===== config.mk =====
export PLATFORM = sky130hd
export DESIGN_NAME = pattern_tx_flat
export DESIGN_NICKNAME = d
export VERILOG_FILES = /design/src/rtl/pattern_tx_pkg.sv /design/src/rtl/pattern_tx_if.sv /design/src/rtl/pattern_tx_shreg.sv /design/src/rtl/pattern_tx.sv /design/src/flat_wrapper.sv
export SDC_FILE = /design/constraint.sdc
export NUM_CORES = 1
export LEC_CHECK = 0
export BUFFER_PORTS_ARGS = -buffer_cell sky130_fd_sc_hd__buf_2
export CAP_MARGIN = 20
export CORE_MARGIN = 10
export CORE_UTILIZATION = 51
export CTS_BUF_LIST = sky130_fd_sc_hd__clkbuf_2 sky130_fd_sc_hd__clkbuf_4 sky130_fd_sc_hd__clkbuf_8
export DETAILED_ROUTE_END_ITERATION = 8
export GPL_ROUTABILITY_DRIVEN = 0
export PLACE_DENSITY = 0.76
export SYNTH_ARGS = -nofsm -noshare
export SYNTH_HDL_FRONTEND = slang
export SYNTH_SLANG_ARGS = --single-unit

===== constraint.sdc =====
create_clock -name clk -period 1.4 [get_ports clk]
set_input_delay 0.35 -clock clk [delete_from_list [all_inputs] [get_ports clk]]
set_output_delay 0.35 -clock clk [all_outputs]
set_load 0.01 [all_outputs]

===== src/rtl/pattern_tx_pkg.sv =====
// Shared types and constants for the pattern transmitter.
// The GAP state exists only when SEQ_TX_GAP_EN is defined.
package pattern_tx_pkg;

    localparam int         DEFAULT_PAT_W   = 6;
    localparam logic [5:0] DEFAULT_PATTERN = 6'b100110;

`ifdef SEQ_TX_GAP_EN
    typedef enum logic [1:0] {
        IDLE,
        SEND,
        GAP
    } state_t;
`else
    typedef enum logic [0:0] {
        IDLE,
        SEND
    } state_t;
`endif

endpackage


===== src/rtl/pattern_tx_if.sv =====
// Control and serial-output bundle of the pattern transmitter.
// The master drives start/rep/abort; the slave (pattern_tx) drives the serial outputs.
interface pattern_tx_if #(
    parameter int REP_W = 4
) ();

    logic             start;
    logic [REP_W-1:0] rep;
    logic             abort;
    logic             dout;
    logic             dvalid;
    logic             busy;
    logic             done;

    modport master (
        output start, rep, abort,
        input  dout, dvalid, busy, done
    );

    modport slave (
        input  start, rep, abort,
        output dout, dvalid, busy, done
    );

endinterface


===== src/rtl/pattern_tx_shreg.sv =====
// Pattern load/shift register with its bit index. Whenever load is low the
// register shifts one bit towards the MSB; next_bit is the bit that becomes current.
module pattern_tx_shreg #(
    parameter int               PAT_W   = 6,
    parameter logic [PAT_W-1:0] PATTERN = 6'b100110
) (
    input  logic clk,
    input  logic rst,
    input  logic load,
    output logic next_bit,
    output logic last
);

    localparam int IDX_W = (PAT_W > 2) ? $clog2(PAT_W) : 1;

    logic [PAT_W-1:0] sr;
    logic [IDX_W-1:0] idx;

    // NOTE: sequential state uses non-blocking assignments so every flop samples pre-edge values.
    always_ff @(posedge clk or posedge rst) begin
        if (rst) begin
            sr  <= PATTERN;
            idx <= IDX_W'(PAT_W - 1);
        end else if (load) begin
            sr  <= PATTERN;
            idx <= IDX_W'(PAT_W - 1);
        end else begin
            sr  <= {sr[PAT_W-2:0], 1'b0};
            idx <= idx - 1'b1;
        end
    end

    assign next_bit = sr[PAT_W-2];
    assign last     = (idx == '0);

endmodule


===== src/rtl/pattern_tx.sv =====
// Serial pattern burst transmitter: sends PATTERN MSB first, rep times per start.
// Define SEQ_TX_GAP_EN to insert GAP_LEN idle cycles between repetitions.
module pattern_tx
    import pattern_tx_pkg::*;
#(
    parameter int               PAT_W   = DEFAULT_PAT_W,
    parameter logic [PAT_W-1:0] PATTERN = DEFAULT_PATTERN,
    parameter int               REP_W   = 4,
    parameter int               GAP_LEN = 2
) (
    input  logic         clk,
    input  logic         rst,
    pattern_tx_if.slave  bus
);

    state_t           state;
    logic [REP_W-1:0] remaining;
    logic             dout_q, dvalid_q, busy_q, done_q;
    logic             next_bit, last, load;

`ifdef SEQ_TX_GAP_EN
    localparam int GAP_W = (GAP_LEN > 1) ? $clog2(GAP_LEN) : 1;
    logic [GAP_W-1:0] gap_cnt;
`endif

    // The shift register sits at the first pattern bit whenever it is not mid-pattern.
    assign load = (state != SEND) || last || bus.abort;

    pattern_tx_shreg #(
        .PAT_W   (PAT_W),
        .PATTERN (PATTERN)
    ) u_shreg (
        .clk      (clk),
        .rst      (rst),
        .load     (load),
        .next_bit (next_bit),
        .last     (last)
    );

    always_ff @(posedge clk or posedge rst) begin
        if (rst) begin
            state     <= IDLE;
            remaining <= '0;
            dout_q    <= 1'b0;
            dvalid_q  <= 1'b0;
            busy_q    <= 1'b0;
            done_q    <= 1'b0;
`ifdef SEQ_TX_GAP_EN
            gap_cnt   <= '0;
`endif
        end else begin
            done_q <= 1'b0;
            case (state)
                IDLE: begin
                    if (bus.start && !bus.abort && (bus.rep != '0)) begin
                        state     <= SEND;
                        remaining <= bus.rep;
                        dout_q    <= PATTERN[PAT_W-1];
                        dvalid_q  <= 1'b1;
                        busy_q    <= 1'b1;
                    end
                end
                SEND: begin
                    if (bus.abort) begin
                        state     <= IDLE;
                        remaining <= '0;
                        dout_q    <= 1'b0;
                        dvalid_q  <= 1'b0;
                        busy_q    <= 1'b0;
                    end else if (!last) begin
                        dout_q <= next_bit;
                    end else if (remaining == REP_W'(1)) begin
                        state     <= IDLE;
                        remaining <= '0;
                        dout_q    <= 1'b0;
                        dvalid_q  <= 1'b0;
                        busy_q    <= 1'b0;
                        done_q    <= 1'b1;
                    end else begin
                        remaining <= remaining - 1'b1;
`ifdef SEQ_TX_GAP_EN
                        if (GAP_LEN > 0) begin
                            state    <= GAP;
                            gap_cnt  <= GAP_W'(GAP_LEN - 1);
                            dout_q   <= 1'b0;
                            dvalid_q <= 1'b0;
                        end else begin
                            dout_q <= PATTERN[PAT_W-1];
                        end
`else
                        dout_q <= PATTERN[PAT_W-1];
`endif
                    end
                end
`ifdef SEQ_TX_GAP_EN
                GAP: begin
                    if (bus.abort) begin
                        state     <= IDLE;
                        remaining <= '0;
                        busy_q    <= 1'b0;
                    end else if (gap_cnt == '0) begin
                        state    <= SEND;
                        dout_q   <= PATTERN[PAT_W-1];
                        dvalid_q <= 1'b1;
                    end else begin
                        gap_cnt <= gap_cnt - 1'b1;
                    end
                end
                default: begin
                    state     <= IDLE;
                    remaining <= '0;
                    dout_q    <= 1'b0;
                    dvalid_q  <= 1'b0;
                    busy_q    <= 1'b0;
                end
`endif
            endcase
        end
    end

    assign bus.dout   = dout_q;
    assign bus.dvalid = dvalid_q;
    assign bus.busy   = busy_q;
    assign bus.done   = done_q;

endmodule


===== src/flat_wrapper.sv =====
// flat-port wrapper written by rule: the top's interface ports become plain ports
module pattern_tx_flat import pattern_tx_pkg::*;
#(
    parameter int               PAT_W   = DEFAULT_PAT_W,
    parameter logic [PAT_W-1:0] PATTERN = DEFAULT_PATTERN,
    parameter int               REP_W   = 4,
    parameter int               GAP_LEN = 2
)
  (clk, rst, bus_start, bus_rep, bus_abort, bus_dout, bus_dvalid, bus_busy, bus_done);
  pattern_tx_if #(.REP_W(REP_W)) bus_i ();
  input  logic clk;
  input  logic rst;
  input wire logic [$bits(bus_i.start)-1:0] bus_start;
  input wire logic [$bits(bus_i.rep)-1:0] bus_rep;
  input wire logic [$bits(bus_i.abort)-1:0] bus_abort;
  output wire logic [$bits(bus_i.dout)-1:0] bus_dout;
  output wire logic [$bits(bus_i.dvalid)-1:0] bus_dvalid;
  output wire logic [$bits(bus_i.busy)-1:0] bus_busy;
  output wire logic [$bits(bus_i.done)-1:0] bus_done;
  assign bus_i.start = bus_start;
  assign bus_i.rep = bus_rep;
  assign bus_i.abort = bus_abort;
  assign bus_dout = bus_i.dout;
  assign bus_dvalid = bus_i.dvalid;
  assign bus_busy = bus_i.busy;
  assign bus_done = bus_i.done;
  pattern_tx #(.PAT_W(PAT_W), .PATTERN(PATTERN), .REP_W(REP_W), .GAP_LEN(GAP_LEN)) u_core (.clk(clk), .rst(rst), .bus(bus_i));
endmodule

==> metrics.log <==
INFO  metric layout.cells.non_filler = 121
INFO  metric via_count = ~700
INFO  metric cts-buffers-inserted = 3
INFO  metric synth.yosys.seq_area_share = roughly half
INFO  metric clock.fmax = between 600 and 700 MHz
INFO  metric hold_path_class = input port to asynchronous set/reset pin
INFO  metric finalCritPeriodShare = 104%
INFO  metric finalNetCount = 119
INFO  metric final_worst_path_period_need = roughly 1.5 ns
INFO  metric outcome = finished with violations
INFO  metric route.detailed.wl_per_inst = ~18 µm
INFO  metric grt_pass1_wl = about 3.4 mm
INFO  metric ys_dominant_reg_cell = sky130_fd_sc_hd__dfrtp_1
INFO  metric rsz0062_at_grt = yes
INFO  metric area_growth_syn_to_layout = 48.1%
INFO  metric ys_top_cells_by_area = sky130_fd_sc_hd__dfrtp_1 36%, sky130_fd_sc_hd__dfstp_2 14%, sky130_fd_sc_hd__ha_1 6.6%
INFO  metric postLayoutCoreUtil = between 80% and 90%
INFO  metric syn-num-nets = 83
INFO  metric yosys.cell_count.top_type = sky130_fd_sc_hd__dfrtp_1
INFO  metric critPathCaptureType = flop
INFO  metric dpl-instance-area = ~970 µm²
INFO  metric routed_via_density = 5.77
INFO  metric regToRegSetupSlack = -0.05 ns
INFO  metric maxCapViolations = 0
INFO  metric detailedRoute.firstIterationViolations = 30
INFO  metric ant_nets = 0
INFO  metric n_antenna_cell = 0
INFO  metric place.detailed.hpwl = ~1.4 mm
INFO  metric drt_drc_violations_left = 0
INFO  metric slew_headroom = a little over three fifths
INFO  metric biggest_area_consumer_among_synthesized_cells = sky130_fd_sc_hd__dfrtp_1
INFO  metric placeableCoreArea = around 1400 µm²
INFO  metric cts_htree_levels = 1
INFO  metric critical_path.reg2reg.startpoint = u_core.remaining[1]
INFO  metric holdWs = approximately 0.08 ns
INFO  metric leakage = about 0.00054 µW
INFO  metric clk_latency = approximately 0.29 ns
INFO  metric grt_antenna_before_repair = 0
INFO  metric worstSetupPathType = flop to flop
INFO  metric drive_above_1_share = a little under three fifths
INFO  metric numPlacedInstances = ~120
INFO  metric grt.total_usage = between 10 and 15%
INFO  metric num-fill-cells = 80
INFO  metric async_reset_ff_share = 100%
INFO  metric setup_violations = 3
INFO  metric synthTopCellsByCount = 11 x sky130_fd_sc_hd__dfrtp_1, 7 x sky130_fd_sc_hd__inv_1, 7 x sky130_fd_sc_hd__nor2_1
INFO  metric cts_tree = built
INFO  metric number_of_port_buffers = 11
INFO  metric maximum_number_of_pins_on_one_net_before_global_route_repair = 16
INFO  metric drt-total-wl = between 2 and 2.5 mm
INFO  metric r2r_cells = 6
INFO  metric synth_enable_flop_cells = 0
INFO  metric violations_in_the_final_reports = negative setup slack
INFO  metric pin_count = 12
INFO  metric clock-sinks = 15
INFO  metric yosys_register_bits = 15
INFO  metric ys_warnings = 0
INFO  metric synth_area = roughly 750 µm²
INFO  metric timing.critical_path.arrival = between 1.5 and 2 ns
INFO  metric post_cts_hold_buffer_count = 0
INFO  metric clk_pin_slew_worst_paths = 0.10 ns
INFO  metric peakVddDrop = about 0.0012 V
INFO  metric die_x = about 58 µm
INFO  metric drt_pass1_iterations = 5
INFO  metric cts.root.buffer_cell = sky130_fd_sc_hd__clkbuf_4
INFO  metric layout.cell_area.non_filler = approximately 1100 µm²
INFO  metric slew_viol_final = 0
INFO  metric timing.clock.skew = around 0.0064 ns
INFO  metric die_y = 58.5 µm
INFO  metric report.final.hold_viol_count = 0
INFO  metric grt_remaining_overflow = 0
INFO  metric synth.avg_cell_area = ~11 µm²
INFO  metric floorplan.die_area = between 3000 and 4000 µm²
INFO  metric highest_net_fanout_along_the_worst_path = 3
INFO  metric critical_path.startpoint_type = flop
INFO  metric synthesized_instance_count = ~70
INFO  metric placement_rows = 13
INFO  metric via_count_of_the_first_global_routing_pass = about 700
INFO  metric p_per_area = 1930 nW/µm²
INFO  metric clk_path_buf_depth = 2
INFO  metric tightest_slew = approximately 0.55 ns
INFO  metric synth.lib_cells_used.distinct = 30
INFO  metric setup_ws = -0.0520 ns
INFO  metric cp.required = ~1.6 ns
INFO  metric rr_endpoint = u_core.remaining[0]
INFO  metric synth_top_cell_area_share = approximately 36%
INFO  metric initial_utilization = between 50% and 60%
## worst max-delay path: stages (launching register included)
cell and delay, ns:
sky130_fd_sc_hd__dfrtp_1 0.41, sky130_fd_sc_hd__inv_2 0.08, sky130_fd_sc_hd__ha_4 0.14, sky130_fd_sc_hd__nor3b_4 0.21
sky130_fd_sc_hd__nor2_2 0.09, sky130_fd_sc_hd__a22o_1 0.18, sky130_fd_sc_hd__mux2_4 0.25
## layer usage
| metal | global-route usage [%] | vias up | routed length, µm |
|---|---|---|---|
| li1 | - | 314 | - |
| met1 | 14.4 | 337 | 904 |
| met2 | 20.5 | 37 | 1070 |
| met3 | 4.72 | 10 | 156 |
| met4 | 4.36 | 0 | 61 |
| met5 | 0 | - | 0 |
## layout by cell type (no fill, tap or decap), types with 2 or more instances in the layout
cell / netlist / routed
sky130_fd_sc_hd__a21oi_1: 3 / 2
sky130_fd_sc_hd__nand2_1: 2 / 2
sky130_fd_sc_hd__nor2_1: 7 / 6
sky130_fd_sc_hd__dfstp_2: 4 / 4
sky130_fd_sc_hd__buf_6: 0 / 2
sky130_fd_sc_hd__and3_1: 3 / 3
sky130_fd_sc_hd__inv_2: 0 / 3
sky130_fd_sc_hd__ha_4: 0 / 3
sky130_fd_sc_hd__nor2b_1: 2 / 2
sky130_fd_sc_hd__inv_1: 7 / 4
sky130_fd_sc_hd__o31ai_2: 0 / 2
sky130_fd_sc_hd__dfrtp_1: 11 / 11
sky130_fd_sc_hd__clkbuf_4: 0 / 3
sky130_fd_sc_hd__buf_4: 1 / 20
sky130_fd_sc_hd__nand2b_1: 5 / 4
sky130_fd_sc_hd__buf_2: 1 / 11
## sequential cells by signal (all words and copies together) (netlist names)
register            flops
u_core.bus.done         1
u_core.bus.dout         1
u_core.bus.dvalid       1
u_core.remaining        4
u_core.state            1
u_core.u_shreg.idx      3
u_core.u_shreg.sr       4
## cell type report
cell class / instances / area [µm²] / area share, %
Sequential cell: 15 / 380 / 34.0
Multi-Input combinational cell: 47 / 434 / 38.9
Timing Repair Buffer: 33 / 228 / 20.4
Inverter: 7 / 26.3 / 2.35
Tap cell: 15 / 18.8 / 1.68
Clock inverter: 1 / 7.51 / 0.672
Clock buffer: 3 / 22.5 / 2.02
## power by group
group          leakage, µW  switching, µW  internal, µW
clock            0.0000139            160           109
combinational     0.000345            567           614
sequential        0.000185            126           585
## cell families after synthesis
group | synth area share, %
AO/OA/AOI/OAI | 12.8
XOR/XNOR | 1.16
adder cells (fa/ha/maj) | 6.63
buffers and inverters | 5.14
flip-flops | 50.4
multiplexers | 3.32
AND/OR/NAND/NOR | 20.6
## per-stage QoR
stage | TNS (ns) | worst slack, ns | power (µW)
6_report | -0.0988 | -0.0520 | 2160
2_1_floorplan | -0.258 | -0.152 | 1170
3_5_place_dp | -1.10 | -0.248 | 1570
4_1_cts | -0.0260 | -0.0260 | 1980
5_1_grt | -0.417 | -0.104 | 2300
3_3_place_gp | -1.03 | -0.228 | 1530
## worst max-delay path by stage
stage	from	to	cells past startpoint
2_1_floorplan	bus_rep[2]	u_core.remaining[0]	4
3_3_place_gp	bus_rep[2]	u_core.state	4
3_5_place_dp	bus_rep[2]	u_core.state	4
4_1_cts	u_core.remaining[1]	u_core.remaining[0]	6
5_1_grt	u_core.remaining[1]	u_core.remaining[0]	6
6_report	u_core.remaining[1]	u_core.remaining[0]	6
## what timing repair did
action	CTS	global route
endpoints found under the setup margin	8	8
resized for setup	15	7
pin swaps	3	6
setup buffers	1	2
endpoints found under the hold margin	0	0
No activity file was read; power rests on OpenSTA's default activity.
